[src/rtl/theta_pkg.sv]
// theta_pkg
// Shared definitions for the theta stream engine:
//   - default matrix side and slice depth
//   - the two-state controller enum
//   - index helper mapping lane (x,y) onto a flat slice bit
//   - modular neighbour helpers for the column index
package theta_pkg;

   localparam int DEFAULT_N     = 5;
   localparam int DEFAULT_DEPTH = 64;

   typedef enum logic {
      LOAD = 1'b0,
      EMIT = 1'b1
   } theta_state_e;

   // Flat bit position of lane (x,y) inside an n*n slice.
   function automatic int idx(input int x, input int y, input int n);
      return n * y + x;
   endfunction

   // Left neighbour column, wrapping 0 back to n-1.
   function automatic int xm1(input int x, input int n);
      return (x == 0) ? n - 1 : x - 1;
   endfunction

   // Right neighbour column, wrapping n-1 back to 0.
   function automatic int xp1(input int x, input int n);
      return (x == n - 1) ? 0 : x + 1;
   endfunction

endpackage

[src/rtl/theta_stream_engine_parity.sv]
// slice_col_parity
// Purely combinational column parity of one N*N slice.
// Ports:
//   sliceData  in   N*N  slice, bit index = N*y + x
//   parity     out  N    parity[x] = XOR over y of lane (x,y)
module slice_col_parity
   import theta_pkg::*;
#(
   parameter int N = DEFAULT_N
) (
   input  logic [N*N-1:0] sliceData,
   output logic [N-1:0]   parity
);

   logic [N-1:0][N-1:0] colBits;

   // Regroup the flat slice so that each row of colBits holds one column,
   // then reduce each column to a single parity bit.
   for (genvar gx = 0; gx < N; gx++) begin : gCol
      for (genvar gy = 0; gy < N; gy++) begin : gRow
         localparam int B = idx(gx, gy, N);
         assign colBits[gx][gy] = sliceData[B];
      end
      assign parity[gx] = ^colBits[gx];
   end

endmodule

[src/rtl/theta_stream_engine.sv]
// theta_stream_engine
// Buffers one full N x N x DEPTH state a slice at a time, computing column
// parities on the way in, then streams out either theta-mixed slices or the
// raw per-slice column parities.
// Ports:
//   clk, rst_n          clock, asynchronous active-low reset
//   in_valid/in_ready   input slice handshake
//   in_data   [N*N]     input slice, bit index = N*y + x
//   mode                0 = theta apply, 1 = parity only (taken with slice 0)
//   out_valid/out_ready output slice handshake
//   out_data  [N*N]     result slice, zero while out_valid is low
//   out_last            marks slice DEPTH-1 of the output stream
//   busy                a state is partially loaded or being emitted
module theta_stream_engine
   import theta_pkg::*;
#(
   parameter int N     = DEFAULT_N,
   parameter int DEPTH = DEFAULT_DEPTH
) (
   input  logic           clk,
   input  logic           rst_n,
   input  logic           in_valid,
   output logic           in_ready,
   input  logic [N*N-1:0] in_data,
   input  logic           mode,
   output logic           out_valid,
   input  logic           out_ready,
   output logic [N*N-1:0] out_data,
   output logic           out_last,
   output logic           busy
);

   localparam int W  = N * N;
   localparam int PW = (DEPTH > 1) ? $clog2(DEPTH) : 1;
   localparam logic [PW-1:0] LAST_PTR = PW'(DEPTH - 1);

   theta_state_e  stateQ;
   theta_state_e  stateD;
   logic [PW-1:0] wrPtr;
   logic [PW-1:0] rdPtr;
   logic [PW-1:0] zPrev;
   logic          modeQ;
   logic          acceptIn;
   logic          outFire;
   logic [N-1:0]  colParity;
   logic [W-1:0]  sliceBuf  [DEPTH];
   logic [N-1:0]  parityBuf [DEPTH];
   logic [W-1:0]  curSlice;
   logic [N-1:0]  curPar;
   logic [N-1:0]  prevPar;
   logic [W-1:0]  thetaSlice;

   slice_col_parity #(.N(N)) uColParity (
      .sliceData (in_data),
      .parity    (colParity)
   );

   assign in_ready  = (stateQ == LOAD);
   assign out_valid = (stateQ == EMIT);
   assign acceptIn  = in_valid && in_ready;
   assign outFire   = out_valid && out_ready;
   assign out_last  = out_valid && (rdPtr == LAST_PTR);
   assign busy      = (stateQ == EMIT) || (wrPtr != '0);

   // State register. Reset drops straight back to LOAD so any partly loaded
   // or partly emitted state is abandoned.
   always_ff @(posedge clk or negedge rst_n) begin
      if (!rst_n) begin
         stateQ <= LOAD;
      end else begin
         stateQ <= stateD;
      end
   end

   // Next-state logic: LOAD finishes on the last slice accepted, EMIT
   // finishes on the last slice handed downstream. The two never overlap,
   // so the next load can only start the cycle after EMIT ends.
   always_comb begin
      stateD = stateQ;
      case (stateQ)
         LOAD: begin
            if (acceptIn && (wrPtr == LAST_PTR)) begin
               stateD = EMIT;
            end
         end
         EMIT: begin
            if (outFire && (rdPtr == LAST_PTR)) begin
               stateD = LOAD;
            end
         end
         default: begin
            stateD = LOAD;
         end
      endcase
   end

   // Write/read pointers and the mode latch. Mode is only captured with
   // slice 0 so that toggling it mid-state cannot change the result.
   always_ff @(posedge clk or negedge rst_n) begin
      if (!rst_n) begin
         wrPtr <= '0;
         rdPtr <= '0;
         modeQ <= 1'b0;
      end else begin
         if (acceptIn) begin
            wrPtr <= (wrPtr == LAST_PTR) ? '0 : wrPtr + PW'(1);
            if (wrPtr == '0) begin
               modeQ <= mode;
            end
         end
         if (outFire) begin
            rdPtr <= (rdPtr == LAST_PTR) ? '0 : rdPtr + PW'(1);
         end
      end
   end

   // Slice and parity storage. Contents are meaningless until a full state
   // has been loaded, so there is no reset on these arrays.
   always_ff @(posedge clk) begin
      if (acceptIn) begin
         sliceBuf[wrPtr]  <= in_data;
         parityBuf[wrPtr] <= colParity;
      end
   end

   // Fetch the current slice, its parity and the parity of the previous
   // slice (wrapping slice 0 back to DEPTH-1; with DEPTH=1 that is itself).
   always_comb begin
      zPrev    = (rdPtr == '0) ? LAST_PTR : rdPtr - PW'(1);
      curSlice = sliceBuf[rdPtr];
      curPar   = parityBuf[rdPtr];
      prevPar  = parityBuf[zPrev];
   end

   // Theta mix: each lane picks up the parity of the column to its left in
   // the same slice and of the column to its right in the previous slice.
   for (genvar gx = 0; gx < N; gx++) begin : gThetaX
      for (genvar gy = 0; gy < N; gy++) begin : gThetaY
         localparam int B = idx(gx, gy, N);
         localparam int L = xm1(gx, N);
         localparam int R = xp1(gx, N);
         assign thetaSlice[B] = curSlice[B] ^ curPar[L] ^ prevPar[R];
      end
   end

   // Output mux: zero whenever nothing is being emitted, otherwise the
   // theta-mixed slice or the bare column parity in the low N bits.
   always_comb begin
      out_data = '0;
      if (stateQ == EMIT) begin
         if (modeQ) begin
            out_data[N-1:0] = curPar;
         end else begin
            out_data = thetaSlice;
         end
      end
   end

endmodule

[config.mk]
export PLATFORM = sky130hd
export DESIGN_NAME = theta_stream_engine
export DESIGN_NICKNAME = d
export VERILOG_FILES = /design/src/rtl/theta_pkg.sv /design/src/rtl/theta_stream_engine_parity.sv /design/src/rtl/theta_stream_engine.sv
export SDC_FILE = /design/constraint.sdc
export NUM_CORES = 2
export LEC_CHECK = 0
export BUFFER_PORTS_ARGS = -buffer_cell sky130_fd_sc_hd__buf_4
export CAP_MARGIN = 5
export CORE_MARGIN = 4
export CORE_UTILIZATION = 50
export DETAILED_ROUTE_END_ITERATION = 8
export HOLD_SLACK_MARGIN = 0.02
export PLACE_DENSITY = 0.65
export SLEW_MARGIN = 20
export SYNTH_ARGS = -nofsm -noshare
export SYNTH_HDL_FRONTEND = slang
export SYNTH_HIERARCHICAL = 1
export SYNTH_SLANG_ARGS = --single-unit
[constraint.sdc]
create_clock -name clk -period 6.9 [get_ports clk]
set_input_delay 1.38 -clock clk [delete_from_list [all_inputs] [get_ports clk]]
set_output_delay 1.38 -clock clk [all_outputs]
set_load 0.02 [all_outputs]
# == Word level (Yosys, flattened, before mapping) ==
# Memories as Yosys holds them, arrays and structs flattened.
# Index checks and enable logic that the tools add are counted.
# classes
addsub,3
n_mul,0
n_div,0
magnitude_cmp,0
n_eq_ne,2
n_shift,0
mux,11
bitwise,51
reduce_logical,15
# op_table
operator,count
XOR 1 bit,50
2-to-1 mux 25 bit,1
XOR reduction 5 bit,5
2-to-1 mux 20 bit,1
2-to-1 mux 6 bit,3
"adder 6 x 1 -> 6 bit, second input constant",2
"== test 6 bit, second input constant",2
logical NOT 6 bit,2
nonzero test 6 bit,1
"subtractor 6 x 1 -> 6 bit, second input constant",1
logical AND 1 bit,5
2-to-1 mux 5 bit,1
2-to-1 mux 1 bit,4
case mux 1 bit (2 select lines),1
AND reduction 2 bit,1
logical OR 1 bit,1
inverter 1 bit,1
# totals
register_bits,14
latch_bits,0
mem_bits_rw,1920
rom_bits,0
in_bits,30
out_inout_bits,29
wordCells,88
n_memories,2
# memory_table
memory,words,width,read_ports,rd_clocked_by_memory_dff,wr,line_no,source
sliceBuf,64,25,1,0,1,theta_stream_engine.sv:46,logic [W-1:0] sliceBuf [DEPTH];
parityBuf,64,5,2,0,1,theta_stream_engine.sv:47,logic [N-1:0] parityBuf [DEPTH];

# == Logic depth before layout (Yosys ltp) ==
# An unclocked memory read counts as a cell.
# logic_depth
word_depth,6
depth_mapped,19
depth_no_buf,11

# == By module ==
# The synthesis kept the hierarchy.
# by_module_without_submodules
module,n_inst,cells_per_inst,area_each_um2,seq_area_each_um2
theta_stream_engine,1,3564,77267.9,58005.6
slice_col_parity,1,15,200.2,0.0

# == Worst setup path after synthesis ==
# No wires, ideal clock.
# synth_timing
path_kind,reg-to-output
startpoint,register rdPtr[1]
endpoint,output out_data[11]
t_arrival_ns,3.876
required_ns,5.520
setup_slack_ns,1.644
path_stages_with_launch,20
n_path_buf,8
cell_sequence,dfrtp_1 > buf_2 > buf_6 > buf_4 > buf_2 > inv_1 > ha_1 > or4b_1 > buf_2 > o21a_1 > buf_6 > buf_4 > buf_2 > nand2_1 > nand3_1 > nand4_1 > nand3_1 > a32o_1 > xor2_2 > mux2i_1
# synth_between
elab_chain_cells,6
elab_cells_between_ends,9
classes_between,1 x add/sub; 3 x mux; 2 x bitwise; 1 x reduce/logical; 2 x memory
# synth_rtl
item,line_no,source
start: declaration,theta_stream_engine.sv:40,logic [PW-1:0] rdPtr;
start signal: assignment,theta_stream_engine.sv:112,rdPtr <= (rdPtr == LAST_PTR) ? '0 : rdPtr + PW'(1);
subtractor 6 x 1 -> 6 bit or logical NOT 6 bit (tied branches),theta_stream_engine.sv:129,zPrev = (rdPtr == '0) ? LAST_PTR : rdPtr - PW'(1);
2-to-1 mux 6 bit,theta_stream_engine.sv:129,
memory read (64 x 5 bit),--,
XOR 1 bit *,theta_stream_engine.sv:142,assign thetaSlice[B] = curSlice[B] ^ curPar[L] ^ prevPar[R];
2-to-1 mux 20 bit *,theta_stream_engine.sv:151,if (modeQ) begin
2-to-1 mux 25 bit *,theta_stream_engine.sv:150,if (stateQ == EMIT) begin
end: declaration,theta_stream_engine.sv:28,"output logic [N*N-1:0] out_data,"
# Mark *: on every way between the ends. The rest lies on a longest branch, timed or not.

# == Worst setup path after layout ==
# layout_timing
startpoint,register rdPtr[1]
endpoint,output out_data[19]
# The elaborated chain is that of the path after synthesis.

==> reports/qor.yml <==
global_route:
  grt_first_pass_wirelength_um: 280000
  grt_pass1_vias: 37800
  top_usage_layer: "met2"
  overflow: 0
  grtUsageMet3: 0.0553
  grt_use_met2: 0.377
  grt_util_all_layers: 0.243
  use_met1: 0.351
  antenna_found_initial: 6
  grt_max_degree: 159
synth:
  yosys-top-cells-area: "edfxtp_1 (74%), mux4_2 (18%), nand2_1 (1.6%)"
  yosysMostFrequentCell: "edfxtp_1"
  synth-edff-count: 1920
  ys.flop_type: "edfxtp_1"
  synth-simple-area-share: 0.0345
  seq_area_frac_synth: 0.749
  synthAdderAreaFrac: 0.000646
  synthXorXnorAreaFrac: 0.00581
  yosys.cell_types.count: 53
  synth_top_area_frac: 0.744
  yosysWarnings: 6
  synth_top_family_by_area: "multiplexers"
  synth_compound_area_frac: 0.0111
  syn-cell-area_um2: 77500
  yosys-top-cells-count: "edfxtp_1 (1920), mux4_2 (620), nand2_1 (328), nand3_1 (133)"
  syn_area_per_cell_um2: 21.6
  syn_nets: 3613
  ys_seq_elements: 1934
  yosysTopAreaCell: "edfxtp_1"
  muxShareOfSynthArea: 0.185
  syn-instance-count: 3579
  async_flop_share: 0.00724
setup_path:
  crit_fanout: 158
  slowest_delay_ns: 0.69
  crit_family: "multiplexers"
  slowest_stage: "buf_12"
  cp.arrival_ns: 5.41
  crit_type: "flop to output pin"
  worstPathRequired_ns: 5.52
  crit_chain: "buf_12, buf_12, mux4_2, mux4_2, mux4_2, nand2b_1, mux2i_1, buf_4"
  cp_num_buf_inv: 3
  cpMostUsedCell: "mux4_2"
  worstSetupStartpointType: "flop"
  cp-end-kind: "output pin"
power_and_ir_drop:
  switchingPower_mw: 12.3
  clock_power_share: 0.275
  ir_drop_uv: 528
  power.total_mw: 37.4
  combPwrFrac: 0.368
  p_seq_frac: 0.357
  power_leakage_nw: 27.2
  p_int_mw: 25.1
  power.share.switching: 0.330
  p_per_area_nw_per_um2: 428
timing:
  fin_ws_ns: 0.111
  slew_headroom: 0.189
  max_freq_mhz: 147
  rsz0062_at_grt: "no"
  worst_slew_pin_slew_ns: 1.22
  min_period_over_period: 0.984
  hold_violations: 0
  drv_slew: 0
  timing.hold.ws_ns: 0.414
  skew_ns: 0.0211
  setup_viol: 0
  min_period_ns: 6.79
final_layout:
  fin_cells: 5946
  layout-drive-gt1-share: 0.301
  design_area_um2: 87400
  nNetsFinal: 3774
  syn_to_final_growth_pct: 12.8
clock_network:
  clk-insertion-delay-late_ns: 0.82
  clkSinkCount: 1934
  ctsLongestPathBuffers: 3
  htreeDepth: 4
  post-cts-setup-buffers: 0
  clock-root-buffer: "clkbuf_16"
  cts.clk_slew.worst_paths_ns: 0.06
  cts_buffers: 191
  cts_tree: "done"
drt:
  viasPerCell: 6.39
  wl_um: 195000
  wl_per_cell_um: 32.9
  detail-route-antenna-nets: 0
  via_count: 38000
  dr.pass1.iters: 6
  drtIter0Drc: 4461
  drc: 0
placement:
  dp_hpwl_um: 106000
  placed_area_um2: 81100
  placed_cells: 5587
  dp_worst_setup_slack_ns: 0.829
  portBuffers: 58
  gp_congestion: 0.870
run:
  cap_violations: 0
min_path:
  min_path_type: "primary input to asynchronous set/reset pin"
floorplanning:
  fp.dieH_um: 402
  die-width_um: 402
  io_pins: 59
  rows: 144
  core_um2: 154000
  start_util: 0.503
  dieArea_um2: 161000
outcome:
  status: "finished, final reports clean"
==> power by group through the flow <==
stage	sequential, mW	combinational [mW]	clock, mW
4_1_cts	13.3	13.7	10.5
2_1_floorplan	13.5	8.95	0
6_report	13.4	13.8	10.3
3_3_place_gp	13.6	13.6	0
3_5_place_dp	13.6	13.7	0
5_1_grt	13.4	14.4	11.0
==> kinds of logic after synthesis <==
logic type	Yosys count
simple gates	615
fa+ha+maj	4
mux	659
flops	1934
compound gates	104
buf+inv	225
xor+xnor	38
==> final timing paths <==
path,from,end,slack [ns],depth (start not counted)
worst max-delay path,rdPtr[1],out_data[19],0.11,8
max in group asynchronous,rst_n,rdPtr[1],6.28,1
worst min-delay path,rst_n,modeQ,0.41,1
worst max register to register,out_valid,sliceBuf[57][9],2.94,4
worst min register to register,wrPtr[2],wrPtr[2],0.64,1
min in group clk,wrPtr[2],wrPtr[2],0.64,1
==> placed cells by master, fill, tap and decap left out, types with 12 or more instances in the layout <==
master     instances
mux2i_1           34
a31oi_1           34
nand2b_1          21
edfxtp_1        1920
mux4_2           620
nand3_1          133
clkbuf_16        197
nand4_1           28
nor2_4            66
clkinv_1          47
xnor2_1           15
bufinv_16         20
nor2_1            13
clkbuf_1          41
nand2_1          328
buf_12            12
buf_4            164
clkinv_2          35
==> through the flow <==
step / TNS [ns] / utilization
after detailed placement: 0 / 0.526
after floorplan: 0 / -
after global routing: 0 / 0.567
after CTS: -0.0297 / 0.567
after global placement: 0 / 0.526
final: 0 / 0.567
==> routing by layer <==
| layer | vias up | part of all wire |
|---|---|---|
| li1 | 15400 | - |
| met1 | 20400 | 0.40 |
| met2 | 1893 | 0.48 |
| met3 | 350 | 0.090 |
| met4 | 4 | 0.028 |
| met5 | - | 0.00011 |
==> repair_timing <==
action / 4_1_cts / 5_1_grt
hold buffers: 0 / 0
gates resized for setup: 1 / 7
cloned: 0 / 1
setup endpoints to repair: 3 / 17
pin swaps: 0 / 0
==> area by class of cell <==
| type | count | area, um^2 |
|---|---|---|
| fillers | 11200 | 66600 |
| flip-flops and latches | 1934 | 58000 |
| multi-input cells | 1421 | 19000 |
| clock buffers | 237 | 5060 |
| well taps | 2044 | 2560 |
| repair buffers | 182 | 1620 |
| clock inverters | 115 | 1140 |
| inverters | 10 | 45.0 |
| diodes | 3 | 7.51 |
==> state kept, by name, indices dropped and copies added, names as in the netlist <==
register   flops
sliceBuf    1600
modeQ          1
wrPtr          6
rdPtr          6
out_valid      1
parityBuf    320
Power figures use the tool's default switching activity.
